## src/rtl/lsu_data_if.sv

```systemverilog
// lsu_data_if
//   Load/store front-end between the core memory-request port and data_mem.
//   It takes one byte, half or word request at a time over a valid/ready
//   handshake and checks that the whole access lies inside the data_mem
//   window. It then drives the data_mem strobes for exactly one cycle and
//   returns the extended load data, or an error, over a valid/ready
//   response channel.
//
// Ports
//   clk_i, rst_i           clock; synchronous active-high reset
//   req_valid_i/ready_o    request handshake
//   req_we_i               1 = store, 0 = load
//   req_size_i             00 byte, 01 half, 10 word, 11 illegal
//   req_unsigned_i         load zero-extends when 1, sign-extends when 0
//   req_addr_i             byte address (any alignment)
//   req_wdata_i            store data, low-justified
//   resp_valid_o/ready_i   response handshake
//   resp_rdata_o           extended load data (0 for stores and errors)
//   resp_err_o             request rejected, no memory access made
//   mem_write_o, mem_be_sel_o, mem_addr_o, mem_data_o   to data_mem
//   mem_data_i             from data_mem (combinational, address-relative lanes)
module lsu_data_if #(
    parameter logic [31:0] BASE_ADDR = 32'h0001_0000
) (
    input  logic        clk_i,
    input  logic        rst_i,
    input  logic        req_valid_i,
    output logic        req_ready_o,
    input  logic        req_we_i,
    input  logic [1:0]  req_size_i,
    input  logic        req_unsigned_i,
    input  logic [31:0] req_addr_i,
    input  logic [31:0] req_wdata_i,
    output logic        resp_valid_o,
    input  logic        resp_ready_i,
    output logic [31:0] resp_rdata_o,
    output logic        resp_err_o,
    output logic        mem_write_o,
    output logic [3:0]  mem_be_sel_o,
    output logic [12:0] mem_addr_o,
    output logic [31:0] mem_data_o,
    input  logic [31:0] mem_data_i
);

    typedef enum logic [1:0] {
        IDLE,
        ACCESS,
        RESP
    } state_t;

    state_t state_q, state_d;

    logic        we_q;
    logic [1:0]  size_q;
    logic        uns_q;
    logic        err_q;
    logic [12:0] addr_q;
    logic [31:0] wdata_q;
    logic [31:0] rdata_q;
    logic        resp_err_q;

    logic        accept;
    logic [31:0] off;
    logic [31:0] nbytes;
    logic        acc_err;
    logic [31:0] load_ext;
    logic [3:0]  be;

    assign accept = req_valid_i & req_ready_o;

    // Offsets below BASE_ADDR wrap to huge values, so a single unsigned
    // compare against the last legal start offset covers both window ends.
    always_comb begin
        off    = req_addr_i - BASE_ADDR;
        nbytes = 32'd4;
        case (req_size_i)
            2'b00:   nbytes = 32'd1;
            2'b01:   nbytes = 32'd2;
            default: nbytes = 32'd4;
        endcase
        acc_err = (req_size_i == 2'b11) || (off > (32'd8192 - nbytes));
    end

    always_comb begin
        load_ext = '0;
        be       = '0;
        case (size_q)
            2'b00: begin
                load_ext = uns_q ? {24'h0, mem_data_i[7:0]}
                                 : {{24{mem_data_i[7]}}, mem_data_i[7:0]};
                be       = 4'b0001;
            end
            2'b01: begin
                load_ext = uns_q ? {16'h0, mem_data_i[15:0]}
                                 : {{16{mem_data_i[15]}}, mem_data_i[15:0]};
                be       = 4'b0011;
            end
            default: begin
                load_ext = mem_data_i;
                be       = 4'b1111;
            end
        endcase
    end

    always_comb begin
        state_d = state_q;
        case (state_q)
            IDLE:    if (accept) state_d = ACCESS;
            ACCESS:  state_d = RESP;
            RESP:    if (resp_ready_i) state_d = IDLE;
            default: state_d = IDLE;
        endcase
    end

    always_ff @(posedge clk_i) begin
        if (rst_i) begin
            state_q    <= IDLE;
            we_q       <= 1'b0;
            size_q     <= '0;
            uns_q      <= 1'b0;
            err_q      <= 1'b0;
            addr_q     <= '0;
            wdata_q    <= '0;
            rdata_q    <= '0;
            resp_err_q <= 1'b0;
        end else begin
            state_q <= state_d;
            if (accept) begin
                we_q   <= req_we_i;
                size_q <= req_size_i;
                uns_q  <= req_unsigned_i;
                err_q  <= acc_err;
                // Memory address/data lines only move for accesses that will
                // actually be performed; rejected requests leave them as-is.
                if (!acc_err) begin
                    addr_q  <= off[12:0];
                    wdata_q <= req_wdata_i;
                end
            end
            if (state_q == ACCESS) begin
                rdata_q    <= (we_q || err_q) ? '0 : load_ext;
                resp_err_q <= err_q;
            end
        end
    end

    // Reset gates the handshake and the write strobe combinationally so a
    // reset landing in ACCESS never commits a store.
    assign req_ready_o  = (state_q == IDLE) & ~rst_i;
    assign mem_write_o  = (state_q == ACCESS) & we_q & ~err_q & ~rst_i;
    assign mem_be_sel_o = ((state_q == ACCESS) && !err_q) ? be : '0;
    assign mem_addr_o   = addr_q;
    assign mem_data_o   = wdata_q;

    assign resp_valid_o = (state_q == RESP);
    assign resp_rdata_o = rdata_q;
    assign resp_err_o   = resp_err_q;

endmodule

```

## config.mk

```make
export PLATFORM = sky130hd
export DESIGN_NAME = lsu_data_if
export DESIGN_NICKNAME = d
export VERILOG_FILES = /design/src/rtl/lsu_data_if.sv
export SDC_FILE = /design/constraint.sdc
export NUM_CORES = 1
export LEC_CHECK = 0
export ABC_AREA = 1
export BUFFER_PORTS_ARGS = -buffer_cell sky130_fd_sc_hd__buf_4
export CAP_MARGIN = 15
export CORE_MARGIN = 1
export CORE_UTILIZATION = 40
export DETAILED_ROUTE_END_ITERATION = 8
export PLACE_DENSITY_LB_ADDON = 0.05
export SYNTH_ARGS = -nofsm -noshare
export SYNTH_HDL_FRONTEND = slang
export SYNTH_SLANG_ARGS = --single-unit
```

## constraint.sdc

```tcl
create_clock -name clk_i -period 2.4 [get_ports clk_i]
set_clock_uncertainty 0.2 [all_clocks]
set_input_delay 0.24 -clock clk_i [delete_from_list [all_inputs] [get_ports clk_i]]
set_output_delay 0.24 -clock clk_i [all_outputs]
set_load 0.02 [all_outputs]
```

==> flow_summary.json <==
{
  "wl_per_cell_um": 12.2,
  "cp.arrival_ns": 2.29,
  "avgSynthCellArea_um2": 6.24,
  "num_rows": 38,
  "fin_cells": 1085,
  "hold_ws_ns": 0.0195,
  "yosys_most_used_dff": "dfxtp_1",
  "layout-drive-gt1-share_pct": 28.5,
  "synthTopCellsByArea": "dfxtp_1 (38%), nand2_1 (17%), inv_1 (11%)",
  "diodes": 0,
  "hold_path_depth": 5,
  "cts-root-buf": "clkbuf_16",
  "drc": 0,
  "syn_inst": 727,
  "final_util_pct": 61.3,
  "synth_most_common_cell": "nand2_1",
  "reg2regPathDepth": 9,
  "cts.sinks": 85,
  "drv_cap": 0,
  "grt_pass1_vias": 4599,
  "worstSetupPathType": "in -> reg",
  "hold_path_end": "mem_data_o[19]",
  "h-tree-depth": 3,
  "total_power_mw": 3.26,
  "routed-via-count": 4986,
  "finalMaxSlewViolations": 0,
  "post-dp-hpwl_um": 9420,
  "ir_drop_mv": 0.380,
  "die-area_um2": 11800,
  "async_reset_ff_share_pct": 0,
  "placed_cells": 1041,
  "cts.clk_slew.worst_paths_ns": 0.06,
  "globalRouteOverflowTotal": 0,
  "wl_um": 13200,
  "multiInputGateArea_um2": 2080,
  "grt_pass1_wl_um": 20500,
  "final_nets": 1054,
  "antenna_found_initial": 0,
  "min-delay-start": "req_wdata_i[19]",
  "seq_power_share_pct": 45.1,
  "critPathCaptureType": "register",
  "ys_ff_latch": 85,
  "switching_share_pct": 26.3,
  "finalCritPeriodShare_pct": 91.9,
  "cts_buffer_depth": 2,
  "rrSetupSlack_ns": 0.40,
  "netlist_top_cells_count": "nand2_1 (201), inv_1 (129), dfxtp_1 (85), nor2_1 (79), nand4_1 (48)",
  "cts_buffers": 9,
  "net-switching-power_uw": 859,
  "die_x_um": 109,
  "synth_top_area_share_pct": 37.5,
  "hold_class": "in -> reg",
  "port_buffers": 188,
  "cts_tree": "built",
  "clock.fmax_mhz": 454,
  "areaGrowthSynthToFinish_pct": 47.7,
  "syn_area_um2": 4540,
  "power_density_nw_per_um2": 487,
  "r2r_end": "mem_data_o[14]",
  "drt_iter0_markers": 325,
  "finalSetupViolations": 0,
  "status": "finished, final reports clean",
  "core-area_um2": 10900,
  "ant_nets": 0,
  "yosys.area.top_type": "dfxtp_1",
  "finalHoldViolations": 0,
  "initial_core_util_pct": 41.5,
  "period_needed_ns": 2.21,
  "r2r_start": "state_q[0]",
  "combPwrFrac_pct": 16.6,
  "synth_edf_count": 0,
  "grt_max_degree": 47,
  "yosysSeqAreaShare_pct": 37.5,
  "required_ns": 2.48,
  "clk-insertion-delay-late_ns": 0.34,
  "gp_congestion": 0.940,
  "p_int_mw": 2.40,
  "drt-vias-per-instance": 4.60,
  "ios": 189,
  "power.leakage_nw": 3.45,
  "synth_cell_types": 27,
  "nFillCells": 1047,
  "cp-start-kind": "input pin",
  "drt_pass1_iterations": 5,
  "die_y_um": 109,
  "cts_setup_buffers": 0,
  "ff_latch_area_um2": 1700,
  "path_max_fanout": 23,
  "track_usage_pct": 22.1,
  "ys_warn_count": 0,
  "clock_power_share_pct": 38.4
}
critical path, cell delays in order:
cell           delay [ns]
dlygate4sd3_1        0.55
buf_4                0.16
nor2_2               0.10
ha_1                 0.15
inv_1                0.04
nand2_1              0.04
nand2_1              0.04
nand2_1              0.05
nand2_1              0.05
nand2_1              0.05
nand2_1              0.04
nand2_1              0.05
nand2_1              0.05
nand2_2              0.13
nand3_4              0.11
clkbuf_16            0.21
nand2_1              0.09
inv_2                0.03
nor2_1               0.09
layout make-up:
cell class,instances,area share [%]
clock buffers,11,3.47
clock inverters,4,0.392
inverters,166,9.30
multi-input cells,445,31.0
flip-flops and latches,85,25.4
well taps,140,2.61
repair buffers,234,27.8
cells by family after synthesis:
group / share of synthesized area [%]
adders and majority gates: 2.48
and+or+nand+nor: 34.1
AOI/OAI and AO/OA: 8.55
other: 0.166
DFF: 37.5
buffers and inverters: 17.2
worst max path at each step:
stage,endpoint,from,cells after the start,slack (ns)
3_5_place_dp,mem_addr_o[9],req_size_i[1],18,0.26
5_1_grt,mem_data_o[20],req_size_i[0],19,-0.01
4_1_cts,mem_data_o[14],req_size_i[0],18,0.13
6_report,mem_data_o[12],req_size_i[0],19,0.19
3_3_place_gp,mem_addr_o[10],req_size_i[1],18,0.29
2_1_floorplan,mem_data_o[18],rst_i,10,0.37
layout by cell type, fill, tap and decap left out:
cell           count
a21oi_1           39
a311oi_2           1
buf_12             1
buf_4            203
buf_8              1
clkbuf_1           2
clkbuf_16         10
clkinv_2           2
clkinv_4           1
clkinvlp_4         1
conb_1             6
dfxtp_1           85
dlygate4sd3_1     28
ha_1               9
inv_1            129
inv_2             37
nand2_1          200
nand2_2            3
nand3_1           15
nand3_4            1
nand3b_1           1
nand4_1           48
nor2_1            78
nor2_2             3
nor2_4             4
nor3_1             2
nor3_4             1
o211ai_1           1
o21ai_0           29
o21ai_1            2
o21bai_1           2
sequential cells by signal (all words and copies together) (netlist names):
name,count
uns_q,1
err_q,1
we_q,1
size_q,2
mem_addr_o,13
resp_rdata_o,32
state_q,2
resp_err_o,1
mem_data_o,32
metal layers:
metal	track usage (%)	part of all wire (%)
met1	26.3	43
met2	38.5	49
met3	5.55	7.2
met4	7.63	1.3
met5	0	0
per-stage QoR:
| step | instance area [um2] | worst slack (ns) | TNS [ns] |
|---|---|---|---|
| 6_report | 6700 | 0.195 | 0 |
| 5_1_grt | 6700 | -0.0132 | -0.0644 |
| 4_1_cts | 6660 | 0.133 | 0 |
| 3_5_place_dp | 6120 | 0.256 | 0 |
| 3_3_place_gp | 6120 | 0.285 | 0 |
| 2_1_floorplan | 4550 | 0.372 | 0 |
timing repair:
item                                    4_1_cts  5_1_grt
endpoints found under the setup margin        0       45
hold buffers                                 28        0
resized for setup                             0        4
hold endpoints to repair                     28        0
power by group through the flow:
stage	Combinational [mW]	Clock (mW)	Sequential, mW
CTS	0.536	1.29	1.47
global route	0.597	1.34	1.47
detailed placement	0.497	0	1.50
finish	0.541	1.25	1.47
floorplan	0.215	0	1.53
global placement	0.491	0	1.50
No activity file was read; power rests on OpenSTA's default activity.
